### src/rtl/s2mm_burst_writer_pkg.sv
// Shared definitions for the S2MM burst writer: command field offsets,
// AXI encodings, FSM state type and a constant log2 helper.
// Ports: none (package).
package s2mm_burst_writer_pkg;

   // Command word layout: {..., ADDR @ ADDR_LSB, ..., TYPE @ TYPE_BIT, BTT @ BTT_LSB}
   localparam int BTT_LSB  = 0;
   localparam int BTT_W    = 23;
   localparam int TYPE_BIT = 23;
   localparam int ADDR_LSB = 32;

   localparam logic [1:0] BURST_INCR = 2'b01;
   localparam logic [1:0] RESP_OKAY  = 2'b00;

   typedef enum logic [2:0] {
      ST_IDLE,
      ST_CHECK,
      ST_ADDR,
      ST_DATA,
      ST_RESP
   } state_e;

   // Ceiling log2 for elaboration-time constants.
   function automatic int log2_f(input int v);
      int r;
      r = 0;
      while ((1 << r) < v) r++;
      return r;
   endfunction

endpackage

### src/rtl/s2mm_burst_calc.sv
// Purpose: beats for the next burst = min(remaining, MAX_BURST_LEN, beats to next 4 KiB page).
// Latency: purely combinational.
// Backpressure: none; inputs are held stable by the caller while the burst is requested.
// Ports: addr_lo (page offset of the current address), remaining (beats left), burst (beats).
module s2mm_burst_calc
   import s2mm_burst_writer_pkg::*;
#(
   parameter int DATA_WIDTH    = 64,
   parameter int MAX_BURST_LEN = 16,
   parameter int BURST_W       = log2_f(MAX_BURST_LEN) + 1
)(
   input  logic [11:0]        addr_lo,
   input  logic [BTT_W-1:0]   remaining,
   output logic [BURST_W-1:0] burst
);

   localparam int SHIFT = log2_f(DATA_WIDTH / 8);

   logic [12:0]      bytes_to_4k;
   logic [12:0]      beats_to_4k;
   logic [BTT_W-1:0] lim;

   // Address is beat aligned, so the byte distance divides exactly into beats.
   assign bytes_to_4k = 13'h1000 - {1'b0, addr_lo};
   assign beats_to_4k = bytes_to_4k >> SHIFT;

   always_comb begin
      lim = BTT_W'(MAX_BURST_LEN);
      if (BTT_W'(beats_to_4k) < lim) lim = BTT_W'(beats_to_4k);
      if (remaining < lim)           lim = remaining;
      burst = BURST_W'(lim);
   end

endmodule

### src/rtl/s2mm_burst_writer.sv
// Purpose: take one {ADDR,BTT} command, stream AXIS data to memory as aligned AXI4 INCR bursts.
// Latency: AW two cycles after command accept; W is a zero-latency pass-through of the stream.
// Backpressure: stream stalls via S_AXIS_tready = wready in DATA only; one burst outstanding.
// Ports: SYS_aclk/SYS_reset (sync, active high); S_AXIS_CMD_* command in; S_AXIS_* sample
//   stream in; M_AXI_aw*/w*/b* write channel out; ST_busy/ST_error/ST_done_count status out.
module s2mm_burst_writer
   import s2mm_burst_writer_pkg::*;
#(
   parameter int MM_ADDR_WIDTH = 32,
   parameter int DATA_WIDTH    = 64,
   parameter int MAX_BURST_LEN = 16
)(
   input  logic                       SYS_aclk,
   input  logic                       SYS_reset,
   input  logic                       S_AXIS_CMD_tvalid,
   output logic                       S_AXIS_CMD_tready,
   input  logic [MM_ADDR_WIDTH+39:0]  S_AXIS_CMD_tdata,
   input  logic                       S_AXIS_tvalid,
   output logic                       S_AXIS_tready,
   input  logic [DATA_WIDTH-1:0]      S_AXIS_tdata,
   output logic [MM_ADDR_WIDTH-1:0]   M_AXI_awaddr,
   output logic [7:0]                 M_AXI_awlen,
   output logic [2:0]                 M_AXI_awsize,
   output logic [1:0]                 M_AXI_awburst,
   output logic                       M_AXI_awvalid,
   input  logic                       M_AXI_awready,
   output logic [DATA_WIDTH-1:0]      M_AXI_wdata,
   output logic [DATA_WIDTH/8-1:0]    M_AXI_wstrb,
   output logic                       M_AXI_wlast,
   output logic                       M_AXI_wvalid,
   input  logic                       M_AXI_wready,
   input  logic [1:0]                 M_AXI_bresp,
   input  logic                       M_AXI_bvalid,
   output logic                       M_AXI_bready,
   output logic                       ST_busy,
   output logic                       ST_error,
   output logic [31:0]                ST_done_count
);

   localparam int SHIFT   = log2_f(DATA_WIDTH / 8);
   localparam int BURST_W = log2_f(MAX_BURST_LEN) + 1;

   state_e                   state_q, state_d;
   logic [MM_ADDR_WIDTH-1:0] addr_q, addr_d;
   logic [BTT_W-1:0]         remaining_q, remaining_d;
   logic [BURST_W-1:0]       burst_q, burst_d;
   logic [BURST_W-1:0]       beat_q, beat_d;
   logic                     bad_q, bad_d;
   logic                     error_q, error_d;
   logic [31:0]              done_count_q, done_count_d;
   logic                     awvalid_q, awvalid_d;
   logic                     bready_q, bready_d;
   logic                     busy_q, busy_d;

   logic [MM_ADDR_WIDTH-1:0] cmd_addr;
   logic [BTT_W-1:0]         cmd_btt;
   logic                     cmd_hs;
   logic                     in_data;
   logic                     w_hs;
   logic                     last_beat;
   logic [BURST_W-1:0]       calc_burst;
   logic                     unused_cmd_bits;

   assign cmd_addr = S_AXIS_CMD_tdata[ADDR_LSB +: MM_ADDR_WIDTH];
   assign cmd_btt  = S_AXIS_CMD_tdata[BTT_LSB +: BTT_W];
   // Type bit and padding fields carry nothing this writer acts on.
   assign unused_cmd_bits = ^{S_AXIS_CMD_tdata[ADDR_LSB-1:TYPE_BIT],
                              S_AXIS_CMD_tdata[MM_ADDR_WIDTH+39:ADDR_LSB+MM_ADDR_WIDTH]};

   assign S_AXIS_CMD_tready = (state_q == ST_IDLE) && !SYS_reset;
   assign cmd_hs            = S_AXIS_CMD_tvalid && S_AXIS_CMD_tready;

   s2mm_burst_calc #(
      .DATA_WIDTH    (DATA_WIDTH),
      .MAX_BURST_LEN (MAX_BURST_LEN),
      .BURST_W       (BURST_W)
   ) u_calc (
      .addr_lo   (addr_q[11:0]),
      .remaining (remaining_q),
      .burst     (calc_burst)
   );

   // W channel is a straight wire to the stream while a burst is open.
   assign in_data       = (state_q == ST_DATA);
   assign M_AXI_wvalid  = in_data && S_AXIS_tvalid;
   assign S_AXIS_tready = in_data && M_AXI_wready;
   assign M_AXI_wdata   = S_AXIS_tdata;
   assign M_AXI_wstrb   = '1;
   assign w_hs          = M_AXI_wvalid && M_AXI_wready;
   assign last_beat     = (beat_q == burst_q - BURST_W'(1));
   assign M_AXI_wlast   = in_data && last_beat;

   // addr_q/remaining_q are frozen in ADDR, so awaddr/awlen stay stable until awready.
   assign M_AXI_awaddr  = addr_q;
   assign M_AXI_awlen   = 8'(calc_burst - BURST_W'(1));
   assign M_AXI_awsize  = 3'(SHIFT);
   assign M_AXI_awburst = BURST_INCR;
   assign M_AXI_awvalid = awvalid_q;
   assign M_AXI_bready  = bready_q;
   assign ST_busy       = busy_q;
   assign ST_error      = error_q;
   assign ST_done_count = done_count_q;

   always_comb begin
      state_d      = state_q;
      addr_d       = addr_q;
      remaining_d  = remaining_q;
      burst_d      = burst_q;
      beat_d       = beat_q;
      bad_d        = bad_q;
      error_d      = error_q;
      done_count_d = done_count_q;
      case (state_q)
         ST_IDLE: begin
            if (cmd_hs) begin
               addr_d      = cmd_addr;
               remaining_d = cmd_btt >> SHIFT;
               bad_d       = (cmd_btt == '0) || (cmd_btt[SHIFT-1:0] != '0) ||
                             (cmd_addr[SHIFT-1:0] != '0);
               state_d     = ST_CHECK;
            end
         end
         ST_CHECK: begin
            if (bad_q) begin
               error_d = 1'b1;
               state_d = ST_IDLE;
            end else begin
               state_d = ST_ADDR;
            end
         end
         ST_ADDR: begin
            if (M_AXI_awready) begin
               burst_d = calc_burst;
               beat_d  = '0;
               state_d = ST_DATA;
            end
         end
         ST_DATA: begin
            if (w_hs) begin
               if (last_beat) state_d = ST_RESP;
               else           beat_d  = beat_q + BURST_W'(1);
            end
         end
         ST_RESP: begin
            if (M_AXI_bvalid) begin
               // A slave error is recorded but the buffer is still written out in full.
               if (M_AXI_bresp != RESP_OKAY) error_d = 1'b1;
               addr_d      = addr_q + (MM_ADDR_WIDTH'(burst_q) << SHIFT);
               remaining_d = remaining_q - BTT_W'(burst_q);
               if (remaining_q == BTT_W'(burst_q)) begin
                  done_count_d = done_count_q + 32'd1;
                  state_d      = ST_IDLE;
               end else begin
                  state_d = ST_ADDR;
               end
            end
         end
         default: state_d = ST_IDLE;
      endcase
      awvalid_d = (state_d == ST_ADDR);
      bready_d  = (state_d == ST_RESP);
      busy_d    = (state_d != ST_IDLE);
   end

   always_ff @(posedge SYS_aclk) begin
      if (SYS_reset) begin
         state_q      <= ST_IDLE;
         addr_q       <= '0;
         remaining_q  <= '0;
         burst_q      <= '0;
         beat_q       <= '0;
         bad_q        <= 1'b0;
         error_q      <= 1'b0;
         done_count_q <= '0;
         awvalid_q    <= 1'b0;
         bready_q     <= 1'b0;
         busy_q       <= 1'b0;
      end else begin
         state_q      <= state_d;
         addr_q       <= addr_d;
         remaining_q  <= remaining_d;
         burst_q      <= burst_d;
         beat_q       <= beat_d;
         bad_q        <= bad_d;
         error_q      <= error_d;
         done_count_q <= done_count_d;
         awvalid_q    <= awvalid_d;
         bready_q     <= bready_d;
         busy_q       <= busy_d;
      end
   end

endmodule

### config.mk
export PLATFORM = sky130hd
export DESIGN_NAME = s2mm_burst_writer
export DESIGN_NICKNAME = d
export VERILOG_FILES = /design/src/rtl/s2mm_burst_writer_pkg.sv /design/src/rtl/s2mm_burst_calc.sv /design/src/rtl/s2mm_burst_writer.sv
export SDC_FILE = /design/constraint.sdc
export NUM_CORES = 1
export LEC_CHECK = 0
export ABC_AREA = 1
export CAP_MARGIN = 20
export CORE_MARGIN = 4
export CORE_UTILIZATION = 50
export CTS_BUF_LIST = sky130_fd_sc_hd__clkbuf_4 sky130_fd_sc_hd__clkbuf_8
export CTS_CLUSTER_DIAMETER = 200
export DETAILED_ROUTE_END_ITERATION = 6
export GPL_ROUTABILITY_DRIVEN = 1
export GPL_TIMING_DRIVEN = 0
export PLACE_DENSITY = 0.9
export REMOVE_ABC_BUFFERS = 1
export SYNTH_ARGS = -nofsm -noshare
export SYNTH_HDL_FRONTEND = slang
export SYNTH_HIERARCHICAL = 1
export SYNTH_SLANG_ARGS = --single-unit
### constraint.sdc
create_clock -name SYS_aclk -period 7.1 [get_ports SYS_aclk]
set_input_delay 1.065 -clock SYS_aclk [delete_from_list [all_inputs] [get_ports SYS_aclk]]
set_output_delay 1.065 -clock SYS_aclk [all_outputs]
set_load 0.005 [all_outputs]
==> summary.md <==
| Metric | Value |
|---|---|
| Met3 usage | `0.217` |
| Most common cell after layout, fill and taps aside | `nand2_1` |
| Wire length per cell | `18.7 um` |
| Most used routing layer | `met2` |
| Worst Hold Path EP | `ST_error` |
| Tmin final | `4.79 ns` |
| CP most frequent cell | `nand2_1` |
| # fillers | `1542` |
| Sequential share of power | `0.467` |
| Distinct cell type count after synthesis | `40` |
| Drt first-iter violations | `928` |
| Met2 Use GR | `0.484` |
| Critical path data arrival time | `3.72 ns` |
| DRC Markers | `0` |
| Fmax | `209 MHz` |
| Worst hold path startpoint | `ST_error` |
| Final Instance Area | `9480 um2` |
| Post-Route WL | `31000 um` |
| CP Launch Type | `flop` |
| Fin. max-slew vios | `0` |
| Worst Hold Class | `reg2reg` |
| Worst r2r dst | `ST_done_count[2]` |
| Clk Latency, worst-skew pair | `0.40 ns` |
| Total Nets Final | `1606` |
| Area growth syn-to-layout | `14.4%` |
| PD cells | `146 nW/um2` |
| Switching share of power | `0.330` |
| Multi-input combinational cell area | `4970 um2` |
| Die Ht | `137 um` |
| Total track usage | `0.327` |
| Status | `completed` |
| Leak | `0.00390 uW` |
| Final hold vios | `0` |
| Mapped cell area | `8280 um2` |
| Critical path type | `reg2out` |
| Vias per std cell | `5.49` |
| Share of layout cells above drive strength 1 | `0.0409` |
| Yosys warns | `6` |
| Yosys reg bits | `105` |
| Fin cells | `1657` |
| IO Port Bufs | `143` |
| Fin Clk Skew | `0.0154 ns` |
| Most frequent cells in the layout | `nand2_1 (419), nor2_1 (189), clkdlybuf4s50_1 (142), inv_1 (121), a21oi_1 (113)` |
| Longest Clk Path Bufs | `2` |
| Slowest cell delay on critical path | `0.57 ns` |
| First-pass GRT wire length | `46700 um` |
| Cell total after placement | `1640` |
| CP endpoint kind | `output port` |
| Post-CTS resize count | `0` |
| Cell-internal power | `926 uW` |
| Seq/Total Area, Yosys | `0.254` |
| Num CTS Buffers | `9` |
| Pin count of the biggest net entering global routing | `80` |
| Core Box Area | `16100 um2` |
| Placed standard-cell area | `9270 um2` |
| # setup viols final | `0` |
| Boundary pin count | `302` |
| CTS tree | `built` |
| Vias in the first global route | `8280` |
| Synth Area per Inst | `5.99 um2` |
| Worst Tran Pin Value | `1.05 ns` |
| Post-CTS Setup Inserts | `0` |
| Maxcap violations | `0` |
| H-tree Lvls | `3` |
| Clock transition at the registers of the reported paths | `0.10 ns` |
| Routability-driven placement congestion ratio | `0.994` |
| Rows | `46` |
| R2R Path Start | `state_q[0]` |
| Grt ovf | `0` |
| Critical path peak fanout | `6` |
| Die area | `18700 um2` |
| Worst-case reg-to-reg path depth | `7` |
| R2R Setup Slk | `3.57 ns` |
| N_diodes | `0` |
| Worst rel slew slack | `0.303` |
| Initial core utilization | `0.516` |
| Post-layout util | `0.590` |
| Hold path depth | `2` |
| Clk sinks | `105` |
| Worst EP required | `6.03 ns` |
| Die X | `137 um` |
| Met1 Usage GRT | `0.363` |
| HPWL Detailed | `24200 um` |
| Post-synthesis cell count | `1383` |
| DR vias | `9102` |
| Final worst-path cycle share | `0.674` |
| Root buf cell | `clkbuf_8` |
| CTS Hold Buffers Added | `0` |
| Comb power frac | `0.258` |
| VDD IR-drop max | `0.0870 mV` |
| Pre-antenna DRT Iters | `5` |
| FF/Latch Area | `2100 um2` |
| CP max stage cell | `clkdlybuf4s50_1` |
| Clk network pwr share | `0.274` |
| Initial antenna violation count | `0` |
| Sw power | `456 uW` |
| RSZ-0062 raised after global routing | `no` |
| Final ANT Viol Nets | `0` |
| Ordered list of cells on the worst path | `nor2_1 > nand2_1 > inv_2 > nand2_1 > nor2_1 > nand2_1 > nand2_2 > a21oi_1 > inv_1 > ha_1 > a21oi_1 > nor2_1 > a211oi_1 > nand2_2 > nand2_4 > nand2_4 > nand2_1 > nand2_1 > nor2_1 > nand2_1 > nor3_1 > clkdlybuf4s50_1` |
[cells in the mapped netlist]
master | count | share of area
a211oi_1 | 7 | 0.0063
a211oi_2 | 1 | 0.0015
a21o_1 | 1 | 0.00091
a21oi_1 | 113 | 0.068
a31oi_1 | 5 | 0.0038
buf_2 | 11 | 0.0066
buf_4 | 82 | 0.074
buf_6 | 1 | 0.0014
clkbuf_1 | 23 | 0.010
conb_1 | 3 | 0.0014
dfxtp_1 | 105 | 0.25
fa_1 | 2 | 0.0048
ha_1 | 23 | 0.035
inv_1 | 121 | 0.055
inv_2 | 11 | 0.0050
nand2_1 | 419 | 0.19
nand2_2 | 4 | 0.0030
nand2_4 | 4 | 0.0054
nand3_1 | 89 | 0.054
nand3_2 | 1 | 0.0012
nand3b_1 | 10 | 0.0091
nand4_1 | 13 | 0.0098
nand4_2 | 2 | 0.0030
nor2_1 | 189 | 0.086
nor2_2 | 3 | 0.0023
nor2_4 | 4 | 0.0054
nor2_8 | 1 | 0.0024
nor3_1 | 19 | 0.011
nor3_2 | 1 | 0.0012
nor3b_1 | 1 | 0.00091
nor3b_2 | 1 | 0.0015
nor4_1 | 8 | 0.0060
o211ai_1 | 3 | 0.0027
o21ai_0 | 58 | 0.035
o21ai_1 | 4 | 0.0024
o21bai_1 | 1 | 0.00091
o22ai_1 | 1 | 0.00076
or2_2 | 8 | 0.0060
xnor2_1 | 6 | 0.0063
xor2_1 | 24 | 0.025
[worst max-delay path by stage]
stage | startpoint | to
floorplan | M_AXI_awaddr[2] | M_AXI_awlen[5]
global placement | SYS_reset | remaining_q[18]
detailed placement | SYS_reset | remaining_q[22]
CTS | M_AXI_awaddr[0] | M_AXI_awlen[5]
global route | M_AXI_awaddr[0] | M_AXI_awlen[6]
finish | M_AXI_awaddr[0] | M_AXI_awlen[5]
[sequential cells by signal, summed over array words and instances (netlist names)]
signal         flops
M_AXI_awaddr      32
ST_done_count     32
remaining_q       23
beat_q             5
burst_q            5
state_q            3
M_AXI_awvalid      1
M_AXI_bready       1
ST_busy            1
ST_error           1
bad_q              1
[metrics by stage]
stage / worst slack, ns / power (uW) / TNS (ns) / hold WS (ns)
after floorplan: 3.55 / 854 / 0 / 0.459
after global placement: -0.255 / 998 / -5.71 / 0.476
after global routing: 1.90 / 1450 / 0 / 0.525
after CTS: 2.30 / 1370 / 0 / 0.501
after detailed placement: 2.53 / 1000 / 0 / 0.478
final: 2.31 / 1380 / 0 / 0.503
[power by group through the flow]
stage	Clock (uW)	Sequential, uW	Combinational [uW]
finish	379	646	357
global route	401	648	400
CTS	379	644	350
detailed placement	0	658	347
global placement	0	657	341
floorplan	0	648	206
[kinds of logic (layout without fill, tap and decap cells)]
kind of cell / count (synthesis) / count (layout) / synth area share
other: 3 / 18 / 0.00136
and+or+nand+nor: 777 / 777 / 0.398
DFF: 105 / 105 / 0.254
xor gates and xnor gates: 30 / 30 / 0.0317
adders and majority gates: 25 / 25 / 0.0396
AOI/OAI and AO/OA: 194 / 194 / 0.123
buffers and inverters: 249 / 292 / 0.153
[worst max-delay path, delay by kind of cell (launching register included)]
family	cells	cell delay [ns]
simple gates	15	1.48
buf+inv	3	0.70
compound gates	3	0.51
flops	1	0.44
fa+ha+maj	1	0.17
[layer usage]
metal,vias to the layer above,share of wire
met1,4070,0.36
li1,4429,-
met3,67,0.18
met2,532,0.41
met4,4,0.039
met5,-,0.0045
[cell type report]
| cell class | count | share of cell area |
|---|---|---|
| clock buffers | 14 | 0.0184 |
| clock inverters | 2 | 0.00132 |
| inverters | 132 | 0.0523 |
| multi-input cells | 1044 | 0.525 |
| flip-flops and latches | 105 | 0.222 |
| well taps | 216 | 0.0285 |
| repair buffers | 144 | 0.153 |
Power figures use the tool's default switching activity.
